**src/rtl/i2d_core_defines.sv**
```systemverilog
// i2d_core_defines: shared core GPR constants and the write-back request type
package i2d_core_defines;
  localparam int NREG = 16;
  localparam int REG_AW = 4;
  typedef struct packed {
    logic [REG_AW-1:0] addr;
    logic [31:0]       data;
  } wb_req_t;
endpackage

```
**src/rtl/core_wb_fifo.sv**
```systemverilog
// core_wb_fifo: DEPTH-entry wb_req_t FIFO (clk, rst_n, push/din, pop/dout, full, empty); a push into a full FIFO lands only when it pops in the same cycle
module core_wb_fifo
  import i2d_core_defines::*;
#(
  parameter int DEPTH = 2
) (
  input  logic    clk,
  input  logic    rst_n,
  input  logic    push,
  input  logic    pop,
  input  wb_req_t din,
  output wb_req_t dout,
  output logic    full,
  output logic    empty
);
  localparam int AW = $clog2(DEPTH);
  localparam int CW = AW + 1;
  wb_req_t mem [DEPTH];
  logic [AW-1:0] wp, rp;
  logic [CW-1:0] cnt;
  logic do_push, do_pop;
  assign full = cnt == CW'(DEPTH);
  assign empty = cnt == '0;
  assign do_pop = pop && !empty;
  assign do_push = push && (!full || do_pop);
  assign dout = mem[rp];
  always_ff @(posedge clk or negedge rst_n)
    if (!rst_n) begin
      wp  <= '0;
      rp  <= '0;
      cnt <= '0;
    end else begin
      wp  <= wp + AW'(do_push);
      rp  <= rp + AW'(do_pop);
      cnt <= cnt + CW'(do_push) - CW'(do_pop);
    end
  always_ff @(posedge clk)
    if (do_push) mem[wp] <= din;
endmodule

```
**src/rtl/core_wb_arb.sv**
```systemverilog
// core_wb_arb: round-robin GPR write-back arbiter with per-source FIFOs and pending-write scoreboard (in: clk, rst_n, src_valid/addr/data, issue_set/addr; out: src_ready, wb/wb_addr/wb_data, busy, err)
module core_wb_arb
  import i2d_core_defines::*;
#(
  parameter int NSRC  = 3,
  parameter int DEPTH = 2,
  parameter int NREG  = i2d_core_defines::NREG
) (
  input  logic                           clk,
  input  logic                           rst_n,
  input  logic [NSRC-1:0]                src_valid,
  output logic [NSRC-1:0]                src_ready,
  input  logic [NSRC-1:0][REG_AW-1:0]    src_addr,
  input  logic [NSRC-1:0][31:0]          src_data,
  output logic                           wb,
  output logic [REG_AW-1:0]              wb_addr,
  output logic [31:0]                    wb_data,
  input  logic                           issue_set,
  input  logic [REG_AW-1:0]              issue_addr,
  output logic [NREG-1:0]                busy,
  output logic                           err
);
  localparam int SW = NSRC > 1 ? $clog2(NSRC) : 1;
  logic [SW-1:0] ptr, gnt, idx;
  logic gnt_vld;
  logic [NSRC-1:0] full, empty, pop, ovf;
  logic [NREG-1:0] set_v, clr_v;
  wb_req_t head [NSRC];
  for (genvar i = 0; i < NSRC; i++) begin : g_src
    assign pop[i] = gnt_vld && gnt == SW'(i);
    assign ovf[i] = src_valid[i] && full[i] && !pop[i];
    core_wb_fifo #(.DEPTH(DEPTH)) u_fifo (
      .clk   (clk),
      .rst_n (rst_n),
      .push  (src_valid[i]),
      .pop   (pop[i]),
      .din   (wb_req_t'{src_addr[i], src_data[i]}),
      .dout  (head[i]),
      .full  (full[i]),
      .empty (empty[i])
    );
  end
  assign src_ready = ~full;
  assign set_v = issue_set ? NREG'(1) << issue_addr : '0;
  assign clr_v = wb ? NREG'(1) << wb_addr : '0;
  always_comb begin
    gnt_vld = 1'b0;
    gnt = '0;
    idx = '0;
    for (int k = NSRC; k >= 1; k--) begin
      idx = SW'((int'(ptr) + k) % NSRC);
      gnt_vld = gnt_vld || !empty[idx];
      gnt = empty[idx] ? gnt : idx;
    end
  end
  always_ff @(posedge clk or negedge rst_n)
    if (!rst_n) begin
      ptr     <= SW'(NSRC - 1);
      wb      <= 1'b0;
      wb_addr <= '0;
      wb_data <= '0;
      busy    <= '0;
      err     <= 1'b0;
    end else begin
      wb      <= gnt_vld;
      ptr     <= gnt_vld ? gnt : ptr;
      wb_addr <= gnt_vld ? head[gnt].addr : wb_addr;
      wb_data <= gnt_vld ? head[gnt].data : wb_data;
      busy    <= (busy & ~clr_v) | set_v;
      err     <= err | (|ovf) | (wb && !busy[wb_addr]);
    end
endmodule

```
**config.mk**
```make
export PLATFORM = sky130hd
export DESIGN_NAME = core_wb_arb
export DESIGN_NICKNAME = d
export VERILOG_FILES = /design/src/rtl/i2d_core_defines.sv /design/src/rtl/core_wb_fifo.sv /design/src/rtl/core_wb_arb.sv
export SDC_FILE = /design/constraint.sdc
export NUM_CORES = 1
export LEC_CHECK = 0
export ABC_AREA = 1
export CELL_PAD_IN_SITES_DETAIL_PLACEMENT = 1
export CELL_PAD_IN_SITES_GLOBAL_PLACEMENT = 2
export CORE_MARGIN = 2
export CORE_UTILIZATION = 46
export DETAILED_ROUTE_END_ITERATION = 8
export DONT_BUFFER_PORTS = 1
export PLACE_DENSITY = 0.95
export SLEW_MARGIN = 20
export SYNTH_ARGS = -nofsm -noshare
export SYNTH_HDL_FRONTEND = slang
export SYNTH_SLANG_ARGS = --single-unit
```
**constraint.sdc**
```tcl
create_clock -name clk -period 6.55 [get_ports clk]
set_input_delay 1.31 -clock clk [delete_from_list [all_inputs] [get_ports clk]]
set_output_delay 1.31 -clock clk [all_outputs]
set_load 0.05 [all_outputs]
```
Yosys cells after proc, flatten, opt, wreduce, memory -nomap -nowiden
Memories as Yosys holds them, arrays and structs flattened.
Index checks and enable logic that the tools add are counted.
- $add $sub $neg: 15
- divide/modulo/power cells: 3
- $lt $le $gt $ge: 5
- eq/ne operators: 5
- shift-type cells: 2
- multiplexer cells: 22
- bitwise gates (word level): 7
- reductions and logical operators: 39
- operator list (operator ; count):
    32-bit by 3-bit modulo with 32-bit output (second input constant) ; 3
    36-bit binary-select mux with 2-bit select ; 1
    36-bit two-way mux ; 2
    16-bit two-way mux ; 2
    1-bit by 4-bit left shift with 16-bit output (first input constant) ; 2
    16-bit AND ; 1
    1-bit logical AND ; 16
    16-bit inverter ; 1
    16-bit bitwise OR ; 1
    1-bit logical NOT ; 13
    1-bit two-way mux ; 10
    2-bit by 3-bit less-than comparator with 1-bit output (second input constant) ; 3
    2-bit equality test (second input constant) ; 4
    2-bit logical NOT ; 4
    1-bit adder ; 6
    2-bit by 1-bit adder with 2-bit output ; 3
    2-bit by 2-bit adder with 3-bit output (second input constant) ; 2
    1-bit binary-select mux with 2-bit select ; 3
    2-bit two-way mux ; 3
    2-bit by 1-bit subtractor with 2-bit output ; 3
    1-bit logical OR ; 5
    4-bit by 5-bit less-than comparator with 1-bit output (second input constant) ; 1
    1-bit binary-select mux with 4-bit select ; 1
    2-bit by 1-bit adder with 3-bit output (second input constant) ; 1
    other kinds (6) ; 7
- register bits: 68
- RAM bits: 216
- logic and storage cells: 116
- memories kept: 3
- memories (name ; words ; width ; read ports ; clocked after memory_dff ; wr ports ; RTL line ; text):
    g_src[0].u_fifo.mem ; 2 ; 36 ; 1 ; 0 ; 1 ; core_wb_fifo.sv:18 ; wb_req_t mem [DEPTH];
    g_src[1].u_fifo.mem ; 2 ; 36 ; 1 ; 0 ; 1 ; core_wb_fifo.sv:18 ;
    g_src[2].u_fifo.mem ; 2 ; 36 ; 1 ; 0 ; 1 ; core_wb_fifo.sv:18 ;

Longest topological paths before layout
Gate-level depths: netlist of run 1.
- depth in word-level cells: 14
- depth in mapped cells: 17
- gate-level depth less buffers: 16

Modules after synthesis
A second synthesis of run 1 with hierarchy kept.
- cell total of the unflattened synthesis: 1293
- area, all modules: 12663.4 µm²
- by module, submodules not included (module ; instances ; cells an instance ; area each (µm²) ; sequential area each (µm²)):
    core_wb_fifo ; 3 ; 223 ; 2886.5 ; 2262.2
    core_wb_arb ; 1 ; 624 ; 4003.8 ; 1402.6

Worst setup path before layout of run 1
OpenSTA, ideal clock, no wires.
- path kind: register to register
- start: register ptr[1]
- end: memory g_src[2].u_fifo.mem[1][0] (netlist bit), enable pin
- library setup time: 397 ps
- data arrival time: 2858 ps
- data required time: 6153 ps
- setup slack: 3295 ps
- stages on the path, launching flop included: 14
- buffers on the path: 2
- clock period less this slack: 3255 ps
- cells stage by stage: dfstp_2 ha_1 inv_2 nand2_1 nand3_2 nand2_2 inv_2 nand3_1 nand2_2 nand2_2 buf_6 buf_6 a31oi_1 ha_1
- longest elaborated chain between the ends: 14
- elaborated cells on any way between the ends: 27
- classes of those cells: add/sub (3); div (3); eq/ne (1); mux (11); reduce/logical (9)
- RTL lines (element ; RTL line ; text):
    start: declaration ; core_wb_arb.sv:24 ; logic [SW-1:0] ptr, gnt, idx;
    start signal: assignment ; core_wb_arb.sv:58 ; ptr <= SW'(NSRC - 1);
    start signal: assignment ; core_wb_arb.sv:66 ; ptr <= gnt_vld ? gnt : ptr;
    2-bit by 2-bit adder with 3-bit output ; core_wb_arb.sv:51 ; idx = SW'((int'(ptr) + k) % NSRC);
    32-bit by 3-bit modulo with 32-bit output ; core_wb_arb.sv:51 ;
    1-bit binary-select mux with 2-bit select ; core_wb_arb.sv:52, core_wb_arb.sv:53 ;
    1-bit two-way mux (not written as such) ; core_wb_arb.sv:52, core_wb_arb.sv:53 ;
    2-bit two-way mux (3 in series) ; core_wb_arb.sv:53 ; gnt = empty[idx] ? gnt : idx;
    2-bit equality test ; core_wb_arb.sv:30 ; assign pop[i] = gnt_vld && gnt == SW'(i);
    1-bit logical AND (*) ; core_wb_arb.sv:30 ;
    1-bit logical AND (*) ; core_wb_fifo.sv:24 ; assign do_pop = pop && !empty;
    1-bit logical OR (*) ; core_wb_fifo.sv:25 ; assign do_push = push && (!full || do_pop);
    1-bit logical AND (*) ; core_wb_fifo.sv:25 ;
    1-bit two-way mux (*) ; core_wb_fifo.sv:38 ; if (do_push) mem[wp] <= din;
    1-bit two-way mux (not written as such) (*) ; core_wb_fifo.sv:38 ;
    end: declaration ; core_wb_fifo.sv:18 ;
Every way passes the cells marked *; elsewhere a longest branch is shown, timed or not. The select of a mux whose other input is x is not followed.

Final worst setup path of run 1
- start: register ptr[1]
- end: memory g_src[2].u_fifo.mem[1][6] (netlist bit), enable pin
Same word-level chain as after synthesis.

==> qor.csv, run 1 <==
stage,metric,value,unit
timing,clock.fmax,247,MHz
floorplanning,fp.dieW,163,um
floorplanning,die_y,163,um
synthesis,syn_nets,1077,
cts,htree_levels,1,
cts,hold_buffers,0,
detailed_routing,drc,0,
run,cap_violations,0,
min_path,hold_class,in2async,
place,dp_hpwl,19.5,mm
finish,drive_above_1_share,8.39,%
finish,nFillCells,2556,
synthesis,syn_inst,944,
synthesis,yosys_warnings,0,
global_route,grt_max_degree,69,
detailed_routing,vias,7009,
cts,cts_setup_buffers,0,
timing,max_slew_margin,34.1,%
timing,min_period,4.05,ns
floorplanning,core,0.0250,mm2
detailed_routing,routed-wl-met2,13.6,mm
setup_path,worst-r2r-setup-slack,2.50,ns
detailed_routing,wl,28.5,mm
timing,hold_viol,0,
finish,seqCellArea,0.00819,mm2
finish,multi_input_area,0.00310,mm2
synthesis,synth-seq-area-share,70.3,%
finish,syn2layout_area_growth,10.7,%
cts,cts_root_buf,clkbuf_16,
setup_path,worst-endpoint-arrival,4.23,ns
detailed_routing,drtPass1Iterations,6,
setup_path,crit_path_max_fanout,36,
global_route,gr-usage-all-layers,21.6,%
cts,clk_latency,0.57,ns
timing,period_share,61.9,%
global_route,grt_pass1_vias,7622,
synthesis,synth_area_per_cell,12.3,um2
floorplanning,dieArea,0.0266,mm2
synthesis,synth_edf_count,216,
timing,fin_skew,0.0224,ns
timing,tightestPinTransition,0.989,ns
synthesis,ys_types,30,
place,gp_congestion,0.826,
global_route,grt_pass1_wl,43.8,mm
setup_path,crit-reg2reg-launch,ptr[1],
detailed_routing,wl_met1,11.7,mm
global_route,antenna_found_initial,0,
cts,cts_tree,built,
synthesis,synth_top_area_share,55.7,%
global_route,overflow,0,
detailed_routing,highest_layer,met4,
synthesis,synth-seq-cells,284,
detailed_routing,ant_nets,0,
timing,rsz0062_at_grt,no,
synthesis,synth_area_leaders,"edfxtp_1 56%, dfrtp_1 14%, nand2_1 9.7%",
floorplanning,initial_core_util,46.5,%
cts,clkSinkCount,284,
finish,nets,1075,
timing,setup_tns,0,ns
synthesis,yosys.area.top_type,edfxtp_1,
cts,ctsLongestPathBuffers,3,
detailed_routing,drtIter0Drc,431,
synthesis,synth-main-ff-cell,edfxtp_1,
setup_path,cp-start-kind,flip-flop,
floorplanning,ioPinCount,175,
synthesis,synth_area,0.0116,mm2
setup_path,critPathKind,reg2reg,
floorplanning,rows,58,
cts,cts.clk_slew.worst_paths,0.06,ns
outcome,status,completed,
cts,cts_resized,0,
synthesis,ys_top_cells_by_count,"302 x nand2_1, 216 x edfxtp_1, 72 x nand3_1",
synthesis,yosys.cell_count.top_type,nand2_1,
timing,drv_slew,0,
place,io_buffers,0,
finish,diodes,0,
setup_path,crit_start,ptr[1],
setup_path,crit_required,6.73,ns
synthesis,synthArstFlopShare,23.9,%
detailed_routing,wl_per_cell,22.0,um
detailed_routing,via_per_inst,5.41,
setup_path,worst_setup_path_end_kind,flip-flop,
detailed_routing,wl_met3,2.10,mm
cts,cts_made_buffers,30,
timing,setup_viol_count_final,0,
## critical path: stages (launching register included)
cell and delay, ns:
dfstp_2 0.54, inv_1 0.05, ha_1 0.24, inv_1 0.16
nand3_2 0.12, nand2_2 0.13, nand2_1 0.48, nand2_2 0.28
nand2_2 0.29, a31oi_1 0.40, ha_2 0.92
## routing by layer
layer / track usage, % / vias to the layer above
met5: 0 / -
li1: - / 3256
met4: 7.40 / 0
met3: 6.25 / 63
met2: 35.6 / 209
met1: 27.4 / 3481
## logic make-up after synthesis
logic type                 Yosys count  share of synthesized area [%]
buffers and inverters               80                           3.10
DFF                                284                           70.3
and+or+nand+nor                    403                           14.3
xor gates and xnor gates             8                          0.602
adders and majority gates           15                           1.61
muxes                               69                           5.93
AOI/OAI and AO/OA                   85                           4.08
## layout by cell type, fill, tap and decap left out, types with 8 or more instances in the layout
cell type,synthesis,final
nand2_1,302,302
edfxtp_1,216,216
nand3_1,72,72
mux2i_1,69,69
dfrtp_1,67,65
inv_1,37,37
o21ai_0,36,36
clkbuf_16,0,30
o21ai_1,20,20
o21a_1,16,16
nor2_1,14,14
ha_1,15,10
a21oi_1,9,9
clkbuf_8,0,8
clkbuf_1,10,8
## registers in the layout, indices dropped and copies added (netlist names)
name and cells:
g_src.u_fifo.rp 3, ptr 2, g_src.u_fifo.cnt 6, g_src.u_fifo.mem 216, wb_data 32, wb 1
err 1, g_src.u_fifo.wp 3, busy 16, wb_addr 4
## final timing paths
check	to	cells after the start
worst max-delay path	g_src[2].u_fifo.mem[1][6]	10
worst min-delay path	wb_data[3]	0
worst max register to register	g_src[2].u_fifo.mem[1][6]	10
worst min register to register	ptr[1]	2
max in group asynchronous	ptr[1]	0
min in group clk	ptr[1]	2
## layout make-up
type                            count  share of cell area [%]
Tap cell                          330                    3.20
Sequential cell                   284                    63.6
Clock buffer                       46                    6.91
Inverter                           44                    1.30
Clock inverter                     10                   0.825
Timing Repair Buffer                2                   0.116
Multi-Input combinational cell    580                    24.1
## stage by stage
stage               hold WS (ns)  std cells  util, %  setup WS [ns]  cell area [um2]
global placement           0.494       1240     47.5           2.66            11900
finish                     0.442       1296     51.5           2.50            12900
CTS                        0.415       1296     51.5           2.44            12900
detailed placement         0.506       1240     47.5           2.48            11900
floorplan                  0.477        944        -           3.29            11600
global route               0.415       1296     51.5           2.20            12900
Power of run 1 is left out: the tool's default activity adds up to more than one toggle a clock period on the data nets, which glitch-free logic cannot reach.
==> run 2, diff against run 1 <==
- CORE_UTILIZATION: 46 -> 42
- PLACE_DENSITY: 0.95 -> 0.89
- clock period: 6.55 -> 4.15 ns (I/O delays scaled with it)
==> qor.csv, run 2 (synthesis gave the netlist of run 1 again) <==
stage,metric,value,unit,change
finish,largest_reg_flops,216,,unchanged
cts,cts.clk_slew.worst_paths,0.06,ns,about the same
setup_path,crit-reg2reg-launch,ptr[1],,
place,io_buffers,0,,unchanged
timing,clock.fmax,291,MHz,+18%
floorplanning,fp.dieW,170,um,+4.5%
finish,layout_commonest_cell,nand2_1,,
finish,reg_top3,"g_src.u_fifo.mem x216, wb_data x32, busy x16",,
finish,finalInstanceArea,0.0131,mm2,+1.9%
detailed_routing,wl_per_cell,20.5,um,-6.8%
cts,cts_root_buf,clkbuf_16,,
timing,fin_skew,0.0194,ns,-0.00300 ns
detailed_routing,ant_nets,0,,unchanged
timing,worst_hold_slack,0.130,ns,-0.311 ns
detailed_routing,drtPass1Iterations,5,,-1
floorplanning,die_y,170,um,+4.5%
global_route,gr-usage-all-layers,19.1,%,-2.4 points
floorplanning,core,0.0271,mm2,+8.2%
global_route,grt_pass1_vias,7376,,-3.2%
timing,setup_tns,0,ns,unchanged
cts,cts_resized,0,,unchanged
cts,ctsLongestPathBuffers,3,,unchanged
finish,drive_above_1_share,9.13,%,+0.74 points
place,gp_congestion,0.848,,+2.7%
setup_path,rr_worst_depth,12,,+2
global_route,grt_max_degree,68,,-1.4%
finish,regMostFlops,g_src.u_fifo.mem,,
detailed_routing,drc,0,,unchanged
timing,tightestPinTransition,0.803,ns,-0.185 ns
setup_path,worst-r2r-setup-slack,0.71,ns,-1.78 ns
setup_path,cp-start-kind,flip-flop,,
place,placed_area,0.0120,mm2,+1.1%
run,cap_violations,0,,unchanged
timing,min_period,3.44,ns,-0.617 ns
timing,setup_viol_count_final,0,,unchanged
setup_path,reg2reg_to,g_src[0].u_fifo.mem[0][32],,
global_route,overflow,0,,unchanged
detailed_routing,via_per_inst,5.12,,-5.2%
cts,cts_made_buffers,30,,unchanged
timing,max_slew_margin,46.3,%,+12 points
timing,rsz0062_at_grt,no,,
detailed_routing,vias,6903,,-1.5%
setup_path,critPathKind,reg2reg,,
outcome,status,completed,,
cts,cts_tree,built,,
setup_path,crit_required,4.37,ns,-2.36 ns
floorplanning,ioPinCount,175,,unchanged
finish,nets,1084,,+0.84%
finish,diodes,0,,unchanged
detailed_routing,wl,27.6,mm,-3.1%
floorplanning,dieArea,0.0291,mm2,+9.3%
finish,nFillCells,2801,,+9.6%
cts,clk_latency,0.56,ns,about the same
timing,period_share,82.8,%,+21 points
setup_path,worst-endpoint-arrival,3.66,ns,-0.57 ns
floorplanning,initial_core_util,43.0,%,-3.5 points
setup_path,worst_setup_path_end_kind,flip-flop,,
setup_path,crit_path_max_fanout,20,,-44%
cts,htree_levels,1,,unchanged
min_path,hold_class,in2async,,
detailed_routing,drtIter0Drc,441,,+2.3%
global_route,grt_pass1_wl,42.3,mm,-3.5%
place,dp_hpwl,19.4,mm,-0.13%
global_route,antenna_found_initial,0,,unchanged
finish,syn2layout_area_growth,12.8,%,
timing,hold_viol,0,,unchanged
cts,clkSinkCount,284,,unchanged
timing,drv_slew,0,,unchanged
floorplanning,rows,60,,+3.4%
finish,layout_common_cells,"302 x nand2_1, 216 x edfxtp_1, 72 x nand3_1",,
==> run 2: critical path: stages, from the launching register on <==
cell and delay [ns]:
dfstp_2 0.55, inv_1 0.05, ha_1 0.25, inv_1 0.17, nand3_2 0.13, nand2_2 0.13, nand2_1 0.06, buf_4 0.21
nand2_2 0.12, nand3_1 0.16, a21oi_1 0.36, ha_2 0.56, buf_4 0.36
==> run 2: metal layers <==
layer	part of all wire, %	GRT usage, %
met1	41	23.7
met5	0	0
met4	2.6	5.46
met2	48	31.9
met3	8.1	6.40
==> run 2: cell type report <==
class                   instances  area [um2]  share of cell area [%]
flip-flops and latches        284        8190                    62.4
clock inverters                19         260                    1.98
multi-input cells             580        3110                    23.7
inverters                      44         168                    1.28
repair buffers                 11         140                    1.07
clock buffers                  37         798                    6.08
well taps                     372         465                    3.54
==> run 2: timing repair <==
action	CTS	global route
hold buffers	1	0
buffers inserted	0	0
hold endpoints to repair	67	0
==> run 2: metrics by stage <==
stage	util (%)	setup slack, ns	instances
floorplan	-	0.895	944
global placement	44.4	0.804	1289
detailed placement	44.4	0.716	1289
CTS	48.4	0.700	1346
global route	48.4	0.431	1347
finish	48.4	0.714	1347
==> run 2: how the worst max path moves through the flow <==
stage / start / to / slack [ns] / cells past startpoint
CTS: ptr[1] / g_src[2].u_fifo.mem[0][25] / 0.70 / 12
finish: ptr[1] / g_src[0].u_fifo.mem[0][32] / 0.71 / 12
detailed placement: ptr[1] / g_src[2].u_fifo.mem[0][17] / 0.72 / 12
floorplan: ptr[1] / g_src[2].u_fifo.mem[1][0] / 0.89 / 13
global route: ptr[1] / g_src[0].u_fifo.mem[0][32] / 0.43 / 12
global placement: ptr[1] / g_src[2].u_fifo.mem[0][17] / 0.80 / 12
Power of run 2 is left out for the same reason.
==> run 3, diff against run 2 <==
- clock period: 4.15 -> 3.4 ns (I/O delays scaled with it)
==> qor.csv, run 3 (synthesis gave the netlist of run 1 again) <==
stage,metric,value,unit,change
cts,cts.clk_slew.worst_paths,0.06,ns,about the same
min_path,hold_class,in2async,,
place,io_buffers,0,,unchanged
cts,clk_latency,0.56,ns,about the same
timing,clock.fmax,321,MHz,+10%
floorplanning,ioPinCount,175,,unchanged
timing,worst_hold_slack,-0.0211,ns,-0.151 ns
finish,nets,1089,,+0.46%
timing,fin_skew,0.0117,ns,-0.00772 ns
global_route,grt_pass1_vias,7706,,+4.5%
finish,reg_top3,"g_src.u_fifo.mem x216, wb_data x32, busy x16",,
detailed_routing,drtIter0Drc,428,,-2.9%
detailed_routing,ant_nets,0,,unchanged
detailed_routing,wl_per_cell,21.4,um,+4.3%
global_route,overflow,0,,unchanged
global_route,gr-usage-all-layers,20.2,%,+1.1 points
timing,setup_viol_count_final,0,,unchanged
timing,rsz0062_at_grt,no,,
cts,cts_tree,built,,
setup_path,cp-start-kind,flip-flop,,
detailed_routing,drtPass1Iterations,5,,unchanged
finish,layout_commonest_cell,nand2_1,,
setup_path,crit_path_max_fanout,30,,+50%
detailed_routing,via_per_inst,5.18,,+1.2%
finish,layout_common_cells,"302 x nand2_1, 216 x edfxtp_1, 72 x nand3_1",,
detailed_routing,wl,28.9,mm,+4.8%
place,dp_hpwl,20.3,mm,+4.3%
place,gp_congestion,0.806,,-5.0%
cts,cts_made_buffers,31,,+3.3%
finish,drive_above_1_share,10.2,%,+1.1 points
outcome,status,finished with violations,,
floorplanning,core,0.0271,mm2,unchanged
floorplanning,die_y,170,um,unchanged
finish,syn2layout_area_growth,13.9,%,
cts,cts_resized,0,,unchanged
outcome,violations,hold timing,,
finish,largest_reg_flops,216,,unchanged
timing,min_period,3.12,ns,-0.318 ns
detailed_routing,drc,0,,unchanged
global_route,antenna_found_initial,1,,+1
timing,period_share,91.7,%,+8.9 points
timing,max_slew_margin,43.1,%,-3.2 points
cts,cts_root_buf,clkbuf_16,,
global_route,grt_pass1_wl,44.6,mm,+5.6%
floorplanning,fp.dieW,170,um,unchanged
cts,htree_levels,1,,unchanged
timing,setup_tns,0,ns,unchanged
global_route,grt_max_degree,69,,+1.5%
timing,drv_slew,0,,unchanged
setup_path,crit_required,3.65,ns,-0.72 ns
setup_path,worst_setup_path_end_kind,flip-flop,,
setup_path,critPathKind,reg2reg,,
cts,cts_setup_buffers,0,,unchanged
run,cap_violations,0,,unchanged
finish,regMostFlops,g_src.u_fifo.mem,,
floorplanning,rows,60,,unchanged
timing,hold_viol,3,,+3
cts,clkSinkCount,284,,unchanged
detailed_routing,vias,7014,,+1.6%
cts,ctsLongestPathBuffers,3,,unchanged
setup_path,worst-endpoint-arrival,3.37,ns,-0.29 ns
floorplanning,dieArea,0.0291,mm2,unchanged
floorplanning,initial_core_util,43.0,%,unchanged
timing,tightestPinTransition,0.851,ns,+0.0482 ns
run 3: cell count changes in the layout (fill, tap and decap cells not counted), moves of 2 or more:
cell / change
clkbuf_1: -3
clkinvlp_4: -2
clkinv_1: -3
inv_6: +2
clkinv_2: +4
buf_4: +3
clkbuf_8: +2
bufinv_16: +2
run 3: repair_timing:
action,4_1_cts,5_1_grt
hold buffers,1,0
endpoints found under the hold margin,68,0
endpoints found under the setup margin,0,0
run 3: layer usage:
metal / track usage (%) / share of wire, %
met5: 0 / 0
met4: 6.50 / 2.9
met3: 6.30 / 7.9
met2: 33.5 / 48
met1: 25.3 / 41
run 3: final cells by class:
type                    count  area [um2]
clock buffers              36         815
multi-input cells         580        3110
flip-flops and latches    284        8190
repair buffers             15         183
inverters                  44         168
fillers                  2817       13800
well taps                 372         465
clock inverters            21         323
diodes                      1        2.50
run 3: stage by stage:
stage / setup slack (ns) / area, um2 / utilization [%] / hold WS, ns / std cells
global placement: 0.496 / 12100 / 44.6 / 0.386 / 1294
global route: 0.0644 / 13300 / 48.9 / 0.00276 / 1352
floorplan: 0.145 / 11600 / - / 0.384 / 944
finish: 0.282 / 13300 / 48.9 / -0.0211 / 1353
CTS: 0.328 / 13300 / 48.9 / 0.00535 / 1352
detailed placement: 0.377 / 12100 / 44.6 / 0.389 / 1294
run 3: worst max-delay path, cell delays in order (launching register included):
cell and delay [ns]:
dfrtp_1 0.39, inv_1 0.09, ha_1 0.25, inv_1 0.14, nand2_1 0.10, nand3_2 0.12, nand2_2 0.08, nand2_1 0.07
nand2_1 0.08, nand2_4 0.20, nand3_1 0.24, a31oi_1 0.37, ha_2 0.41, buf_12 0.24
run 3: worst paths after layout:
path	from	slack (ns)	depth (start not counted)	end
max in group asynchronous	rst_n	3.04	1	ptr[1]
worst max register to register	ptr[0]	0.28	13	g_src[1].u_fifo.mem[0][27]
worst min register to register	g_src[2].u_fifo.mem[1][33]	0.56	4	wb_addr[1]
worst max-delay path	ptr[0]	0.28	13	g_src[1].u_fifo.mem[0][27]
worst min-delay path	rst_n	-0.02	1	wb_data[27]
min in group clk	src_data[25]	0.21	0	g_src[0].u_fifo.mem[1][25]
Power of run 3 is left out for the same reason.
